`config.mk`:
```
export PLATFORM = sky130hd
export DESIGN_NAME = pc_redirect_unit
export DESIGN_NICKNAME = d
export VERILOG_FILES = /design/src/rtl/tinyrv1_pkg.sv /design/src/rtl/pc_plus4_adder.sv /design/src/rtl/pc_redirect_unit.sv
export SDC_FILE = /design/constraint.sdc
export NUM_CORES = 1
export LEC_CHECK = 0
export BUFFER_PORTS_ARGS = -buffer_cell sky130_fd_sc_hd__buf_2
export CORE_ASPECT_RATIO = 1.4
export CORE_MARGIN = 10
export CORE_UTILIZATION = 30
export DETAILED_ROUTE_END_ITERATION = 8
export GPL_TIMING_DRIVEN = 0
export PLACE_DENSITY = 0.68
export RECOVER_POWER = 50
export SYNTH_ARGS = -nofsm -noshare
export SYNTH_HDL_FRONTEND = slang
export SYNTH_HIERARCHICAL = 1
export SYNTH_SLANG_ARGS = --single-unit
```
`constraint.sdc`:
```
create_clock -name clk -period 3.4 [get_ports clk]
set_clock_uncertainty 0.2 [all_clocks]
set_input_delay 0 -clock clk [delete_from_list [all_inputs] [get_ports clk]]
set_output_delay 0 -clock clk [all_outputs]
set_load 0.01 [all_outputs]
```
`src/rtl/tinyrv1_pkg.sv`:
```
// Shared types and constants for the tinyrv1 fetch front end.
package tinyrv1_pkg;

  typedef enum logic [1:0] {
    IDLE  = 2'd0,
    FETCH = 2'd1,
    HALT  = 2'd2
  } pcru_state_t;

  localparam int PC_INC = 4;

endpackage

```
`src/rtl/pc_plus4_adder.sv`:
```
// PC_W-bit +PC_INC incrementer; wraps modulo 2^PC_W with no carry out.
module pc_plus4_adder
  import tinyrv1_pkg::*;
#(
  parameter int PC_W = 16
) (
  input  logic [PC_W-1:0] pc_i,
  output logic [PC_W-1:0] sum_o
);

  assign sum_o = pc_i + PC_W'(PC_INC);

endmodule

```
`src/rtl/pc_redirect_unit.sv`:
```
// Fetch-stage PC register with bne/jump redirect, squash and halt handling.
// Optional branch statistics counters enabled by defining PC_REDIRECT_STATS_EN.
module pc_redirect_unit
  import tinyrv1_pkg::*;
#(
  parameter int              PC_W     = 16,
  parameter logic [PC_W-1:0] RESET_PC = '0
) (
  input  logic            clk,
  input  logic            rst,
  input  logic            eq_X,
  input  logic            br_en_X,
  input  logic [PC_W-1:0] br_targ_X,
  input  logic            jump_en_D,
  input  logic [PC_W-1:0] jump_targ_D,
  input  logic            stall_F,
  input  logic            halt_X,
  input  logic            imemreq_rdy,
  output logic            imemreq_val,
  output logic [PC_W-1:0] imemreq_addr,
  output logic [PC_W-1:0] pc_plus4_F,
  output logic            squash_D,
  output logic            halted
`ifdef PC_REDIRECT_STATS_EN
  ,
  output logic [15:0]     br_total,
  output logic [15:0]     br_taken
`endif
);

  function automatic logic [PC_W-1:0] align_targ(input logic [PC_W-1:0] t);
    return {t[PC_W-1:2], 2'b00};
  endfunction

  pcru_state_t     state_q, state_d;
  logic [PC_W-1:0] pc_q, pc_d;
  logic            taken;
  logic            transfer;
  logic            in_fetch;

  pc_plus4_adder #(.PC_W(PC_W)) u_inc (
    .pc_i  (pc_q),
    .sum_o (pc_plus4_F)
  );

  assign in_fetch     = (state_q == FETCH);
  assign taken        = br_en_X & ~eq_X;
  assign imemreq_val  = in_fetch & ~stall_F;
  assign transfer     = imemreq_val & imemreq_rdy;
  assign imemreq_addr = pc_q;
  assign squash_D     = in_fetch & taken;
  assign halted       = (state_q == HALT);

  // Branch beats jump beats sequential fetch; a taken branch also cancels a halt.
  always_comb begin
    state_d = state_q;
    pc_d    = pc_q;
    unique case (state_q)
      IDLE:  state_d = FETCH;
      FETCH: begin
        if (taken)          pc_d = align_targ(br_targ_X);
        else if (jump_en_D) pc_d = align_targ(jump_targ_D);
        else if (transfer)  pc_d = pc_plus4_F;
        if (halt_X && !taken) state_d = HALT;
      end
      HALT:    state_d = HALT;
      default: state_d = IDLE;
    endcase
  end

  always_ff @(posedge clk or posedge rst) begin
    if (rst) begin
      state_q <= IDLE;
      pc_q    <= RESET_PC;
    end else begin
      state_q <= state_d;
      pc_q    <= pc_d;
    end
  end

`ifdef PC_REDIRECT_STATS_EN
  function automatic logic [15:0] sat_inc(input logic [15:0] v);
    return (v == 16'hFFFF) ? v : v + 16'd1;
  endfunction

  logic [15:0] br_total_q, br_taken_q;

  always_ff @(posedge clk or posedge rst) begin
    if (rst) begin
      br_total_q <= '0;
      br_taken_q <= '0;
    end else if (in_fetch) begin
      if (br_en_X) br_total_q <= sat_inc(br_total_q);
      if (taken)   br_taken_q <= sat_inc(br_taken_q);
    end
  end

  assign br_total = br_total_q;
  assign br_taken = br_taken_q;
`endif

endmodule
```
==> impl_results.md <==
- Via/cell ratio: 4.54
- Status: finished clean
- Top-area cell type share of the netlist area: 30.4%
- Mux contribution to synthesized area: 39.5%
- RD Place Congestion: 0.680
- Largest net degree at the start of global routing: 19
- Most frequent cells after synthesis: mux2_2, dfrtp_1, mux2_4
- Row cnt: 30
- CTS Buf Count: 3
- WHS: 0.0260 ns
- Antenna Violating Nets Remaining: 0
- Initial Util: 30.8%
- Post-synth EDFFs: 0
- Mapped cell area: 0.00148 mm2
- DRT iter0 DRCs: 30
- Area growth from synthesis to layout: 40.0%
- Worst rel slew slack: 50.7%
- Hpwl dp: 3540 um
- Synth cell types: 25
- CTS tree: yes
- Most common cell in the synthesized netlist: mux2_2
- Width of the die: 79.4 um
- Mean routed wirelength per cell: 16.4 um
- Min-delay worst type: input port to flop
- Post-Layout Cell Count: 273
- H-tree Lvls: 1
- Layout cell share with drive strength beyond 1: 53.1%
- R2R setup slack: 1.01 ns
- Critical setup path kind: flop to flop
- Maximum VDD drop: 0.000340 V
- Post-synthesis simple-gate area fraction: 11.9%
- Fmax: 0.419 GHz
- Synth top area cells: dfrtp_1, mux2_2, mux2_4
- Nets@finish: 255
- CTS Root Cell: clkbuf_8
- Sw Pwr: 0.000647 W
- Hold buffers post-CTS: 15
- Initial antenna violation count: 0
- Total iterations of the first detailed-routing run: 3
- Leading area contributor after synthesis: dfrtp_1
- # setup viols final: 0
- PD cells: 730 mW/mm2
- I/O Pins: 75
- Average size of a mapped cell: 12.1 um2
- YS warnings: 6
- Worst-Skew Late Latency: 0.25 ns
- Max-cap check violation count: 0
- Post-synthesis sequential area ratio: 30.4%
- Xor-xnor portion of the synthesized cell area: 7.09%
- P_int: 0.000868 W
- Full die area: 0.00819 mm2
- DIE HEIGHT: 103 um
- Global-route wire length before repair: 7320 um
- Crit start category: flop
- Placed cells: 255
- Total wire length: 4480 um
- Min-delay src: jump_targ_D[7]
- Gr ovfl total: 0
- Dpl ws: 1.01 ns
- Number of global-route vias before repair: 1,499
- IO Port Bufs: 69
- # Post-CTS Setup Buffers: 0
- Reg power frac: 30.2%
- Register bit total from synthesis: 18
- Largest family of logic cells by synthesized area: multiplexers
- Leak Pwr: 0.984 nW
- Core footprint: 0.00480 mm2
- Worst Path Arrival: 2.33 ns
- Fin crit share: 70.2%
- Worst EP required: 3.34 ns
- Clk pin slew, worst setup/hold paths: 0.07 ns
- Final Worst Setup Slack: 1.01 ns
- Clk sinks: 18
- Synth Flop Type: dfrtp_1
- Max-slew violation count: 0
- Worst-path maximum fanout: 5
- CP endpoint kind: flop
- Start point of the critical path: imemreq_addr[2]$_DFFE_PP0P_
- Final hold vios: 0
- Switching Share: 42.7%
- GRT Overall Usage: 11.2%
- Logic gate share of total power: 59.6%
- FILL cells: 500
- Synth Area in Adders: 3.38%
- Clk pwr share: 10.2%
- Asr flop ratio synth: 100%
- Synth Instances: 122
- # diodes: 0
- Max clock buf depth: 2
- Setup TNS: 0 ns
- Worst r2r src: imemreq_addr[2]$_DFFE_PP0P_
- Total power: 0.00151 W
- Worst slew pin tran: 0.739 ns
- Vias: 1,240
- Remaining routing DRC violations: 0
- RSZ-0062 raised after global routing: no
- Post-CTS resize count: 0
- Final Critical Period: 2.39 ns
- Compound-cell area share of the yosys netlist: 0.929%
- Synthesized net count: 166
worst max-delay path, stage by stage, from the launching register on:
cell and delay, ns:
dfrtp_1 0.45, ha_1 0.24, nand2_1 0.16, nor4_2 0.30, xor2_1 0.13, mux2_2 0.27, mux2_2 0.26, mux2_4 0.25
kinds of logic after synthesis:
group,count (synthesis)
adder cells (fa/ha/maj),4
XOR/XNOR,12
multiplexers,46
AO/OA/AOI/OAI,2
flip-flops,18
AND/OR/NAND/NOR,26
buffers and inverters,14
state kept, by name, indices dropped and copies added, names as in the netlist:
name,flops
imemreq_addr,16
state_q,2
cell usage in the layout, fill, tap and decap left out:
cell type      netlist  layout
nand2_1              5       5
nor4_2               3       3
nor3b_1              2       2
nand4_1              1       1
and2_1               1       1
nor3_1               3       3
nor2_1               3       3
buf_6                3       3
buf_2                1      51
clkbuf_1             0      19
nor2b_1              3       3
ha_1                 4       4
nand3_2              1       1
o21ai_0              1       1
mux2_2              28      28
nand4_4              1       1
xor2_1               8       8
buf_12               1       1
dfrtp_1             18      18
dlygate4sd3_1        0      15
nand3_1              2       2
inv_1                7       7
o31a_1               1       1
nand2b_1             1       1
xnor2_1              4       4
clkbuf_8             0       3
mux2_4              18      18
buf_4                2       2
final timing paths:
check | to | cells after the start
setup / recovery | imemreq_addr[12]$_DFFE_PP0P_ | 7
hold / removal | imemreq_addr[7]$_DFFE_PP0P_ | 4
setup reg to reg | imemreq_addr[12]$_DFFE_PP0P_ | 7
hold reg to reg | imemreq_addr[0]$_DFFE_PP0P_ | 1
max in group asynchronous | imemreq_addr[3]$_DFFE_PP0P_ | 3
min in group asynchronous | state_q[1]$_DFFE_PP0P_ | 3
cell type report:
type,instances,area [um2],share of cell area [%]
Buffer,7,73.8,3.56
Timing Repair Buffer,84,472,22.7
Clock buffer,3,41.3,1.99
Tap cell,64,80.1,3.86
Sequential cell,18,450,21.7
Inverter,7,26.3,1.27
Multi-Input combinational cell,90,931,44.9
per-stage QoR:
step	area, um2	util [%]
after floorplan	1480	-
after global placement	1910	39.7
after detailed placement	1910	39.7
after CTS	2100	43.7
after global routing	2070	43.2
final	2070	43.2
power groups by stage:
stage	combinational [W]	clock [W]	sequential, W
5_1_grt	0.000992	0.000163	0.000481
6_report	0.000902	0.000154	0.000457
4_1_cts	0.000948	0.000159	0.000460
3_3_place_gp	0.000916	0	0.000455
2_1_floorplan	0.000575	0	0.000474
3_5_place_dp	0.000927	0	0.000464
per-layer routing:
metal	wire length [um]	global-route usage, %
met1	1850	12.1
met2	2350	21.1
met4	13	2.07
met5	0	0
met3	255	3.14
(Power assumes the default switching activity.)
